### config.mk
export PLATFORM = sky130hd
export DESIGN_NAME = router_fifo
export DESIGN_NICKNAME = d
export VERILOG_FILES = /design/src/rtl/router_fifo.sv
export SDC_FILE = /design/constraint.sdc
export NUM_CORES = 1
export LEC_CHECK = 0
export ABC_AREA = 1
export CAP_MARGIN = 40
export CORE_ASPECT_RATIO = 0.8
export CORE_MARGIN = 5
export CORE_UTILIZATION = 30
export CTS_CLUSTER_SIZE = 8
export DETAILED_ROUTE_END_ITERATION = 6
export PLACE_DENSITY = 0.43
export SLEW_MARGIN = 10
export SYNTH_ARGS = -nofsm -noshare
export SYNTH_HDL_FRONTEND = slang
export SYNTH_SLANG_ARGS = --single-unit
### constraint.sdc
create_clock -name clk -period 2.2 [get_ports clk]
set_clock_uncertainty 0.15 [all_clocks]
set_input_delay 0.33 -clock clk [delete_from_list [all_inputs] [get_ports clk]]
set_output_delay 0.33 -clock clk [all_outputs]
set_load 0.05 [all_outputs]
### src/rtl/router_fifo.sv
// Per-port router FIFO: stores {lfd_state, data} entries and tracks the outgoing packet's remaining byte count.
// Optional sticky over/underflow flag is enabled by defining ROUTER_FIFO_OVF_EN.
module router_fifo #(
  parameter int DEPTH = 16,
  parameter int WIDTH = 8
) (
  input  logic             clk,
  input  logic             rst,
  input  logic             s_rst,
  input  logic             w_enb,
  input  logic             r_enb,
  input  logic             lfd_state,
  input  logic [WIDTH-1:0] d_in,
  output logic [WIDTH-1:0] d_out,
  output logic             full,
  output logic             empty,
  output logic             pkt_active,
  output logic             ovf_err
);

  localparam int AW = $clog2(DEPTH);

  logic [WIDTH:0] mem [DEPTH];
  logic [AW:0]    wr_ptr;
  logic [AW:0]    rd_ptr;
  logic [6:0]     pkt_cnt;
  logic [WIDTH:0] rd_data;
  logic           rst_any;
  logic           wr_fire;
  logic           rd_fire;

  assign rst_any = rst || s_rst;
  assign empty   = (wr_ptr == rd_ptr);
  assign full    = (wr_ptr[AW] != rd_ptr[AW]) && (wr_ptr[AW-1:0] == rd_ptr[AW-1:0]);
  assign wr_fire = w_enb && !full;
  assign rd_fire = r_enb && !empty;
  assign rd_data = mem[rd_ptr[AW-1:0]];
  assign pkt_active = (pkt_cnt != 7'd0);

  // Storage is deliberately never reset; only the pointers define validity.
  always_ff @(posedge clk) begin
    if (!rst_any && wr_fire) begin
      mem[wr_ptr[AW-1:0]] <= {lfd_state, d_in};
    end
  end

  always_ff @(posedge clk) begin
    if (rst_any) begin
      wr_ptr  <= '0;
      rd_ptr  <= '0;
      pkt_cnt <= 7'd0;
      d_out   <= '0;
    end else begin
      if (wr_fire) begin
        wr_ptr <= wr_ptr + 1'b1;
      end
      if (rd_fire) begin
        rd_ptr <= rd_ptr + 1'b1;
        d_out  <= rd_data[WIDTH-1:0];
        // Header length field counts payload bytes; +1 covers the trailing parity byte.
        if (rd_data[WIDTH]) begin
          pkt_cnt <= {1'b0, rd_data[7:2]} + 7'd1;
        end else if (pkt_cnt != 7'd0) begin
          pkt_cnt <= pkt_cnt - 7'd1;
        end
      end
    end
  end

`ifdef ROUTER_FIFO_OVF_EN
  logic ovf_q;

  always_ff @(posedge clk) begin
    if (rst_any) begin
      ovf_q <= 1'b0;
    end else if ((w_enb && full) || (r_enb && empty)) begin
      ovf_q <= 1'b1;
    end
  end

  assign ovf_err = ovf_q;
`else
  assign ovf_err = 1'b0;
`endif

endmodule

==> run metrics <==
RSZ-0062 raised after global routing=yes; Synth Flop Type=edfxtp_1; cts hold-fix bufs=0; Yosys cell types=36; Worst Setup Start Kind=register; Worst Min Path Start=wr_ptr[4]$_SDFFE_PP0P_; clock network power share=40.7%; CTS tree=yes; number of global-route vias before repair=5157; Setup CP Type=register to register; Final setup viols=0; min-delay worst type=register to register; clk sink count=173; clock-pin slew on the worst setup and hold paths=0.07 ns; EDFF count, synth=144; Die ar.=28240 sq um; Final Cycle Share=96.02%; total grt overflow=0; flops & latches, synth=173; Sw Share=23.54%; HPWL after DPL=between 10000 and 15000 microns; Fin. Hold Viols=0; Critical Path RT=2.43 ns; Via density=around 4.6; Slew HR=63.73%; largest net degree at the start of global routing=22; Reg power frac=between 50 and 60%; GRT Total Usage=between 10% and 20%; DRT iter0 DRCs=roughly 420; Critical Path End Type=register; peak fanout along the critical path=12; Root Buffer=clkbuf_16; fmax=473.4 MHz; fin crit period=2.112 ns; drt first pass iters=5; YS warnings=0; Die Ht=151.3 microns; fill count=2421; die width=186.6 microns; H-tree depth=4; DR vias=5281; antenna cells=0; core area=24440 sq um; synthesized area per cell=10.58 sq um; pwr/cell area=roughly 750 nW/um^2; Gate power share=8.0%; Worst-Skew Late Latency=0.44 ns; final RePlAce weighted congestion=0.8100; Max VDD drop=between 0.0005 and 0.0006 V; crit path DAT=2.35 ns; Final nets=832; fin. max-slew vios=0; DRC viols=0; Cell Area, Placed=8551 sq um; worst setup margin=0.08756 ns; Mapped Cells=708; P_int=around 5300 uW; actual slew at the worst max-slew pin=0.5424 ns; initial core utilization=30.64%; WL/cell=roughly 18 microns; Post-DRT Antenna Nets=0; CTS buffer count=17; post-place setup slack=-0.1096 ns; CTS Buffer Depth=2; Max-Cap Viols=0; WL final=20150 microns; FP Rows=between 50 and 60; P_sw=approximately 1600 uW; first-pass GRT wire length=roughly 30000 microns; outcome=complete, no violations; io pins=26; syn_nets=730; synthesis-to-finish area growth=24.16%; final instance area=9298 sq um; share of cells above drive strength 1=19.08%; PortBufs=24; asr flop ratio synth=0%; Mapped Area=about 7500 sq um; Seq/Total Area, Yosys=roughly 65%; Leakage Power=0.003607 uW; initial antenna violation count=0
==> synth_stat cells, drive strengths merged, types with 2 or more instances <==
cell | n | area [sq um]
o21ai | 51 | 255.2
a31oi | 5 | 31.28
edfxtp | 144 | 4324
clkinv | 2 | 7.510
o221ai | 6 | 52.55
o22ai | 2 | 12.51
nor3b | 2 | 15.01
nor3 | 6 | 30.03
o211ai | 5 | 42.54
buf | 28 | 230.2
xor2 | 7 | 61.31
nand3 | 77 | 395.4
nand2 | 176 | 688.2
inv | 61 | 234.0
clkbuf | 4 | 15.01
a21oi | 23 | 118.9
nor2 | 67 | 261.5
dfxtp | 29 | 580.6
ha | 8 | 100.1
==> state kept, by name, indices dropped and copies added, names as in the netlist, named ones only <==
signal   cells
rd_ptr       5
d_out        8
pkt_cnt      7
mem        144
wr_ptr       5
==> what timing repair did <==
action                     4_1_cts  5_1_grt
setup buffers                    0        9
setup endpoints to repair        6      143
pin swaps                        0        6
resized for setup                1       29
cloned                           0        2
==> power by group through the flow <==
| stage | Sequential [uW] | Combinational, uW | Clock [uW] |
|---|---|---|---|
| 2_1_floorplan | 3660 | 265 | 0 |
| 3_3_place_gp | 3650 | 539 | 0 |
| 3_5_place_dp | 3650 | 538 | 0 |
| 4_1_cts | 3580 | 539 | 2920 |
| 5_1_grt | 3580 | 614 | 3050 |
| 6_report | 3580 | 561 | 2840 |
==> kinds of logic (layout without fill, tap and decap cells) <==
| kind of cell | Yosys count | count (layout) | share of synthesized area (%) |
|---|---|---|---|
| other | 1 | 1 | 0.05008 |
| DFF | 173 | 173 | 65.50 |
| xor gates and xnor gates | 8 | 8 | 0.9357 |
| and+or+nand+nor | 330 | 330 | 18.73 |
| buffers and inverters | 95 | 210 | 6.500 |
| AOI/OAI and AO/OA | 93 | 93 | 6.951 |
| adders and majority gates | 8 | 8 | 1.337 |
==> worst paths after layout <==
check             cells past startpoint  slack [ns]                      end
setup / recovery                     11        0.09  pkt_cnt[6]$_SDFFE_PP0P_
setup reg to reg                     11        0.09  pkt_cnt[6]$_SDFFE_PP0P_
hold reg to reg                       2        0.34   wr_ptr[4]$_SDFFE_PP0P_
hold / removal                        2        0.34   wr_ptr[4]$_SDFFE_PP0P_
==> cell type report <==
type / count / area, sq um / share of cell area, %
tap: 318 / 397.9 / 4.279
sequential: 173 / 4911 / 52.82
timing repair buffer: 113 / 1005 / 10.81
multi-input combinational: 440 / 2165 / 23.28
clock inverter: 13 / 115.1 / 1.238
clock buffer: 19 / 432.9 / 4.656
timing repair inverter: 2 / 20.02 / 0.2153
inverter: 63 / 251.5 / 2.705
==> critical path, stage by stage (launching register included) <==
cell	delay, ns
dfxtp_4	0.41
buf_12	0.16
buf_4	0.14
nand2_1	0.06
nand3_1	0.06
nand3_1	0.11
nand3_2	0.17
nand2_1	0.15
ha_1	0.22
nand4_1	0.15
nor2_1	0.16
o21a_1	0.12
==> layout by cell type, fill, tap and decap left out, types with 2 or more instances in the layout <==
master             n
buf_4             83
inv_2              3
clkinv_4           4
nor3b_1            2
dfxtp_1           26
buf_12             8
inv_1             56
edfxtp_1         144
a21oi_1           22
clkinv_1           5
nand3_2           10
o21ai_0           40
a31oi_1            5
nor3_1             6
ha_1               8
inv_6              4
o21ai_1           11
nand2_2            8
nand2_1          166
clkbuf_16         17
o221ai_1           6
clkdlybuf4s50_1   21
clkbuf_1           2
xor2_1             7
o211ai_1           4
nor2_1            62
nor2_2             4
nand3_1           66
nand2_4            2
dfxtp_2            2
o22ai_1            2
==> layer usage <==
metal	share of wire [%]	track usage (%)
met1	49	20.41
met2	45	22.28
met3	4.0	3.041
met4	1.8	4.297
met5	0	0
==> metrics by stage <==
stage / power, uW / cells / utilization [%] / hold WS [ns] / setup TNS [ns]
floorplan: 3930 / 708 / - / 0.2789 / -0.5686
CTS: 7032 / 1130 / 37.24 / 0.3546 / -0.04603
finish: 6976 / 1141 / 38.04 / 0.3448 / 0
detailed placement: 4186 / 1098 / 34.99 / 0.3394 / -7.543
global placement: 4187 / 1098 / 34.99 / 0.3399 / -9.933
global route: 7243 / 1141 / 38.04 / 0.3833 / -0.03438
(Power assumes the default switching activity.)
